<file path="config.mk">
export PLATFORM = sky130hd
export DESIGN_NAME = press_classifier
export DESIGN_NICKNAME = d
export VERILOG_FILES = /design/src/rtl/press_classifier.sv
export SDC_FILE = /design/constraint.sdc
export NUM_CORES = 1
export LEC_CHECK = 0
export CAP_MARGIN = 20
export CORE_ASPECT_RATIO = 1.75
export CORE_MARGIN = 2
export CORE_UTILIZATION = 40
export DETAILED_ROUTE_END_ITERATION = 10
export MAX_ROUTING_LAYER = met4
export PLACE_DENSITY = 0.62
export SLEW_MARGIN = 20
export SYNTH_ARGS = -nofsm -noshare
export SYNTH_HDL_FRONTEND = slang
export SYNTH_SLANG_ARGS = --single-unit
</file>
<file path="constraint.sdc">
create_clock -name clk -period 2.97 [get_ports clk]
set_input_delay 0.297 -clock clk [delete_from_list [all_inputs] [get_ports clk]]
set_output_delay 0.297 -clock clk [all_outputs]
set_load 0.05 [all_outputs]
</file>
<file path="src/rtl/press_classifier.sv">
// -----------------------------------------------------------------------------
// press_classifier
//
// Purpose:
//   Classifies gestures on a debounced, already-synchronous button level as
//   SHORT, LONG or DOUBLE presses. Each class produces a registered one-cycle
//   pulse, and a wrapping counter tracks the number of classified events.
//   The input is assumed clean, so no synchronizer or debouncer is built in.
//
// Configuration macro:
//   PRESS_REPEAT_EN - when defined, a second counter generates repeatPress
//                     every REPEAT_CYCLES cycles while a long press is held.
//                     When undefined, repeatPress is tied low. Both builds
//                     have the same port list.
//
// Ports:
//   clk                in   1            system clock, rising edge
//   resetN             in   1            asynchronous active-low reset
//   conditionedSignal  in   1            debounced button level, 1 = pressed
//   shortPress         out  1            pulse: single short press
//   longPress          out  1            pulse: hold reached LONG_CYCLES
//   doublePress        out  1            pulse: second press released
//   repeatPress        out  1            pulse: auto-repeat while long-held
//   eventCount         out  COUNT_WIDTH  short/long/double events since reset
// -----------------------------------------------------------------------------
module press_classifier #(
    parameter int unsigned LONG_CYCLES       = 50_000_000,
    parameter int unsigned DOUBLE_GAP_CYCLES = 12_500_000,
    parameter int unsigned REPEAT_CYCLES     = 10_000_000,
    parameter int unsigned COUNT_WIDTH       = 8
) (
    input  logic                   clk,
    input  logic                   resetN,
    input  logic                   conditionedSignal,
    output logic                   shortPress,
    output logic                   longPress,
    output logic                   doublePress,
    output logic                   repeatPress,
    output logic [COUNT_WIDTH-1:0] eventCount
);

    // One timer serves every timed state, so it is sized for the longest
    // interval the block has to measure.
    localparam int unsigned MAX_LG     = (LONG_CYCLES > DOUBLE_GAP_CYCLES) ?
                                         LONG_CYCLES : DOUBLE_GAP_CYCLES;
    localparam int unsigned MAX_CYCLES = (MAX_LG > REPEAT_CYCLES) ? MAX_LG : REPEAT_CYCLES;
    localparam int          TIMER_W    = $clog2(MAX_CYCLES) + 1;

    localparam logic [TIMER_W-1:0] LONG_LAST = TIMER_W'(LONG_CYCLES - 1);
    localparam logic [TIMER_W-1:0] GAP_LAST  = TIMER_W'(DOUBLE_GAP_CYCLES - 1);
    localparam logic [TIMER_W-1:0] TIMER_MAX = {TIMER_W{1'b1}};

    typedef enum logic [2:0] {
        IDLE,
        HELD,
        LONG_HELD,
        WAIT_SECOND,
        SECOND_HELD
    } state_e;

    state_e                 state_q, state_d;
    logic [TIMER_W-1:0]     timer_q, timer_d;
    logic                   prev_level_q;
    logic                   rise, fall;

    logic                   short_d, long_d, double_d, repeat_d;
    logic                   short_q, long_q, double_q, repeat_q;
    logic [COUNT_WIDTH-1:0] count_q;

    // Edge detection against the previous level. prev_level_q resets to 0, so
    // a button held through reset release is seen as a fresh press.
    assign rise = conditionedSignal & ~prev_level_q;
    assign fall = ~conditionedSignal & prev_level_q;

    // -------------------------------------------------------------------------
    // State register
    // -------------------------------------------------------------------------
    // NOTE: sequential state is updated with non-blocking assignments so every
    // flop samples the pre-edge values, independent of process ordering.
    always_ff @(posedge clk or negedge resetN) begin
        if (!resetN) begin
            state_q      <= IDLE;
            timer_q      <= '0;
            prev_level_q <= 1'b0;
        end else begin
            state_q      <= state_d;
            timer_q      <= timer_d;
            prev_level_q <= conditionedSignal;
        end
    end

    // -------------------------------------------------------------------------
    // Next-state logic
    // -------------------------------------------------------------------------
    // NOTE: every always_comb output gets a default on entry; a path that left
    // one unassigned would otherwise infer a latch.
    always_comb begin
        state_d = state_q;
        unique case (state_q)
            IDLE: begin
                if (rise) state_d = HELD;
            end
            HELD: begin
                // A release on the timeout edge wins: the gesture stays short.
                if (fall)                    state_d = WAIT_SECOND;
                else if (timer_q == LONG_LAST) state_d = LONG_HELD;
            end
            LONG_HELD: begin
                if (fall) state_d = IDLE;
            end
            WAIT_SECOND: begin
                // A press on the timeout edge wins: the gesture becomes a double.
                if (rise)                     state_d = SECOND_HELD;
                else if (timer_q == GAP_LAST) state_d = IDLE;
            end
            SECOND_HELD: begin
                if (fall) state_d = IDLE;
            end
            default: state_d = IDLE;
        endcase

        // Timer restarts on every state change, counts only in the timed
        // states, and saturates instead of wrapping.
        timer_d = timer_q;
        if (state_d != state_q) begin
            timer_d = '0;
        end else if ((state_q == HELD || state_q == WAIT_SECOND) && timer_q != TIMER_MAX) begin
            timer_d = timer_q + TIMER_W'(1);
        end
    end

    // -------------------------------------------------------------------------
    // Output decode (pre-register pulse decisions)
    // -------------------------------------------------------------------------
    always_comb begin
        short_d  = 1'b0;
        long_d   = 1'b0;
        double_d = 1'b0;
        unique case (state_q)
            HELD:        long_d   = ~fall & (timer_q == LONG_LAST);
            WAIT_SECOND: short_d  = ~rise & (timer_q == GAP_LAST);
            SECOND_HELD: double_d = fall;
            default: ;
        endcase
    end

`ifdef PRESS_REPEAT_EN
    // Auto-repeat: counts only while long-held, restarts on every pulse and
    // clears as soon as the state is left. The first pulse lands
    // REPEAT_CYCLES cycles after the longPress pulse.
    localparam int               REP_W    = $clog2(REPEAT_CYCLES) + 1;
    localparam logic [REP_W-1:0] REP_LAST = REP_W'(REPEAT_CYCLES - 1);

    logic [REP_W-1:0] rep_q, rep_d;

    always_comb begin
        rep_d    = '0;
        repeat_d = 1'b0;
        if (state_q == LONG_HELD) begin
            repeat_d = (rep_q == REP_LAST);
            if (state_d == LONG_HELD) begin
                rep_d = (rep_q == REP_LAST) ? '0 : rep_q + REP_W'(1);
            end
        end
    end

    always_ff @(posedge clk or negedge resetN) begin
        if (!resetN) rep_q <= '0;
        else         rep_q <= rep_d;
    end
`else
    assign repeat_d = 1'b0;
`endif

    // -------------------------------------------------------------------------
    // Registered outputs and event counter
    // -------------------------------------------------------------------------
    always_ff @(posedge clk or negedge resetN) begin
        if (!resetN) begin
            short_q  <= 1'b0;
            long_q   <= 1'b0;
            double_q <= 1'b0;
            repeat_q <= 1'b0;
            count_q  <= '0;
        end else begin
            short_q  <= short_d;
            long_q   <= long_d;
            double_q <= double_d;
            repeat_q <= repeat_d;
            // Repeats are deliberately not counted; the counter wraps freely.
            if (short_d | long_d | double_d) count_q <= count_q + COUNT_WIDTH'(1);
        end
    end

    assign shortPress  = short_q;
    assign longPress   = long_q;
    assign doublePress = double_q;
    assign repeatPress = repeat_q;
    assign eventCount  = count_q;

endmodule

</file>
After elaboration in Yosys (flattened, before gate mapping). Cells that the tools add are included.

Register bits after elaboration: 42. Bits in latches: 0. Bits in writable memories: 0. ROM bits: 0. Output and inout bits: 12. Word-level logic and storage cells: 44. Memories: 0.

Add/subtract/negate cells: 2. Multiply operators: 0. Div/mod/pow operators: 0. Order comparisons: 0. Eq/ne operators: 8. Shift-type cells: 0. Mux-type cells: 12. Bitwise operators: 10. Reductions and logical operators: 5.

Operator list (number): $mux 27 (2); $add 27x1->27 const B (1); $eq 27x24->1 const B (1); $eq 27x26->1 const B (1); $ne 27x27->1 const B (1); $mux 3 (6); $pmux 3 s4 (1); $add 8x1->8 const B (1); $eq 3x2->1 const B (2); $and 1x1->1 (4); $not 1->1 (4); $eq 3x1->1 const B (1); $eq 3x3->1 const B (1); $logic_not 3->1 (1); $mux 1 (3); $ne 3x3->1 (1); $or 1x1->1 (2); $reduce_bool 2->1 (1); $reduce_or 2->1 (1); $logic_and 1x1->1 (1); $logic_or 1x1->1 (1).

Longest topological paths before layout.
Word-level depth: 7. Depth in mapped cells: 8.

Worst setup path after synthesis. No wires, ideal clock.

Path kind: flip-flop to flip-flop. From: register timer_q[16]. To: register timer_q[4]. Library setup time: 134 ps. Data arrival time: 2067 ps. Required time: 2836 ps. Path slack: 770 ps. Cell stages (with the launch flop): 7. Path buffers: 1. Cells stage by stage: dfrtp_1 -> or4b_1 -> nor4_4 -> a21boi_0 -> a211oi_4 -> buf_6 -> a211oi_1.

Longest elaborated chain between the ends: 6. Elaborated cells between the ends (all ways): 12. Those cells by class: eq/ne: 4; mux: 6; reduce/logical: 2.

RTL lines: start: declaration (line 62) `logic [TIMER_W-1:0] timer_q, timer_d;`; start signal: assignment (line 87) `timer_q <= timer_d;`; $eq 27x24->1 / $eq 27x26->1 (equally long branches) (line 114, 106); $mux 3 (on tied branches) (line 114, 106); $mux 3 (on tied branches) (line 113, 105); $pmux 3 s4 (line 99) `unique case (state_q)`; $ne 3x3->1 (line 125) `if (state_d != state_q) begin`; $mux 27 / $reduce_bool 2->1 (equally long branches).

Several ways; a longest one is shown, not always the timed one. A chain may end at the register's enable or synchronous reset.

Final worst setup path.
From: register timer_q[16]. To: register timer_q[20].

Same word-level chain as after synthesis.

==> out/qor.txt <==
Critical path required time: 3150 ps
Total Routed Length: 6020 µm
Root buf cell: clkbuf_8
Sequential share of the synthesized area: 43.0%
Synth area leaders: dfrtp_1, a211oi_1, o31ai_1, or4_1, nand3_1
Multi-input gate area: 0.00127 mm²
GRT overflow: 0
Busiest grt layer: met2
Leading area contributor after synthesis: dfrtp_1
Cts-stage hold buffer count: 0
Port buffer count: 13
Fin crit period: 2640 ps
Residual DRC: 0
M2 GR Usage: 36.8%
Dominant synthesized flop cell: dfrtp_1
Number of nets in the layout: 276
Critical path class: flop to flop
Largest net degree at the start of global routing: 43
Fillcell total: 574
Leakage: 1.10 nW
Die Height: 107 µm
Syn. warnings: 0
Fin Clk Skew: 6.00 ps
Number of max-cap violations: 0
1st-iter DRT viols: 117
Unique masters post-synth: 53
Startpoint types: flop
Crit path largest cell delay: 610 ps
DP Wirelength: 4330 µm
Finished Layout Cells: 350
Die Wd: 63.1 µm
Crit path capture type: flop
Switch Pwr: 0.567 mW
IO Pins: 15
Setup Total Neg Slack: 0 ps
Yosys reg bits: 42
Sw Share: 36.1%
Slew @ Worst Pin: 947 ps
CTS Buffer Depth: 2
GR Util All Layers: 19.6%
Share of the synthesized area in the top cell type: 43.0%
Fin area: 0.00278 mm²
Global-route wire length before repair: 10,200 µm
Num CTS Buffers: 5
Syn Area/Cell: 9.67 µm²
Cell Chain, Critical Path: or4b_1 -> nor4_4 -> a21boi_0 -> a211oi_4 -> buf_4 -> nor3_1
H-Tree Level Count: 2
Met3 GRT Util: 2.62%
Die ar.: 0.00678 mm²
Post-placement cell count: 342
Power share of the clock group: 28.9%
Max Transition Viols Final: 0
FF+latch area: 0.00105 mm²
Worst reg-to-reg path cell count: 6
CTS clk-pin slew, worst paths: 80 ps
Final Hold Vio Count: 0
FF-to-FF setup slack: 330 ps
Core ar.: 0.00588 mm²
Internal: 1.00 mW
CP max FO: 11
Min-delay worst type: input port to asynchronous set/reset pin
Final Util: 47.4%
Fraction of layout cells with a size suffix above 1: 11.0%
Vias: 2,108
Sequential share of power: 42.4%
Starting density of the core: 41.6%
Final ANT Viol Nets: 0
Most frequent cells in the layout: dfrtp_1, a211oi_1, nand3_1
CTS resizes: 0
Max Clk Rate: 379 MHz
Crit path max-delay cell type: or4b_1
Post-synth EDFFs: 0
Met1 Resource Use GR: 20.3%
Pwr dens: 563 mW/mm²
Sink Count: 42
Area delta synth->final: 13.8%
VDD IR-drop max: 0.000199 V
Vias in the first global route: 2,102
Drt via density: 6.02
Worst skew pair latency: 300 ps
Post-CTS setup buffers: 0
Initial antenna violation count: 0
Pre-antenna DRT Iters: 4
Setup violators final: 0
Critical path arrival: 2810 ps
Hold_ws: 132 ps
Gp weighted congestion: 0.822
Mapped Area: 0.00245 mm²
Syn Nets: 258
RSZ-0062 raised after global routing: no
Tcrit/Tclk final: 88.9%
Post-synth ARST share: 100%
Commonest non-fill, non-tap cell in the layout: dfrtp_1
Cell count after synthesis: 253
Max-slew headroom: 36.9%
Antenna cells: 0
CTS tree: done
DP Area: 0.00268 mm²
Outcome: completed
Comb power frac: 28.7%
Row Count: 37
DR WL/cell: 17.2 µm
power by group through the flow:
| stage | Combinational [mW] | Clock, mW | Sequential [mW] |
|---|---|---|---|
| after global placement | 0.444 | 0 | 0.676 |
| after floorplan | 0.334 | 0 | 0.675 |
| final | 0.451 | 0.453 | 0.664 |
| after global routing | 0.491 | 0.487 | 0.675 |
| after CTS | 0.451 | 0.464 | 0.664 |
| after detailed placement | 0.450 | 0 | 0.675 |
state kept, by name, summed over array words and instances, names as in the netlist:
name          flops
shortPress        1
state_q           3
timer_q          27
prev_level_q      1
longPress         1
eventCount        8
doublePress       1
per-layer routing:
metal / wire, µm / vias up / part of all wire, %
met3: 130 / 14 / 2.2
met2: 3280 / 40 / 55
li1: - / 1018 / -
met1: 2460 / 1036 / 41
met4: 150 / 0 / 2.5
met5: 0 / - / 0
worst max-delay path: cells and delay by family (launching register included):
kind	cells	cell delay, ps
flops	1	430
simple gates	3	1080
buf+inv	1	280
compound gates	2	720
cell families after synthesis:
logic type      Yosys count  share of synthesized area, %
simple gates            107                          27.3
fa+ha+maj                 2                          1.02
flops                    42                          43.0
buf+inv                  25                          4.96
other cells               1                         0.153
mux                       2                         0.870
xor+xnor                 12                          4.30
compound gates           62                          18.5
Yosys cell counts, types with 2 or more instances:
cell type   n
nor3_1     11
xnor2_1     4
inv_1      12
o31ai_1    12
and3_1      3
or3_1       7
xor2_1      8
buf_6       2
clkbuf_1    3
nor4_1      7
nor2_1      6
a211oi_1   18
o21ai_0     8
dfrtp_1    42
nand3_1    16
and4_1      3
or4_1      12
a21oi_1     4
nor2b_1     3
a31oi_1     9
ha_1        2
and2_1      3
nand2b_1    2
or4b_1      2
nand4_1     7
nand2_1    14
buf_2       7
cell type report:
cell class | instances | area share, %
multi-input cells | 186 | 45.8
repair buffers | 24 | 7.46
well taps | 78 | 3.51
clock buffers | 5 | 2.47
clock inverters | 3 | 1.44
flip-flops and latches | 42 | 37.8
inverters | 12 | 1.62
per-stage QoR:
step           power, mW  worst slack, ps
5_1_grt             1.65              187
3_5_place_dp        1.12              345
4_1_cts             1.58              340
6_report            1.57              331
3_3_place_gp        1.12              409
2_1_floorplan       1.01              770
worst paths after layout:
kind                               start       endpoint
min in group clk           eventCount[7]  eventCount[7]
max in group asynchronous         resetN  eventCount[3]
setup / recovery             timer_q[16]    timer_q[20]
hold reg to reg            eventCount[7]  eventCount[7]
setup reg to reg             timer_q[16]    timer_q[20]
hold / removal                    resetN     state_q[2]
Note: power is estimated with default switching activity, not from simulation.
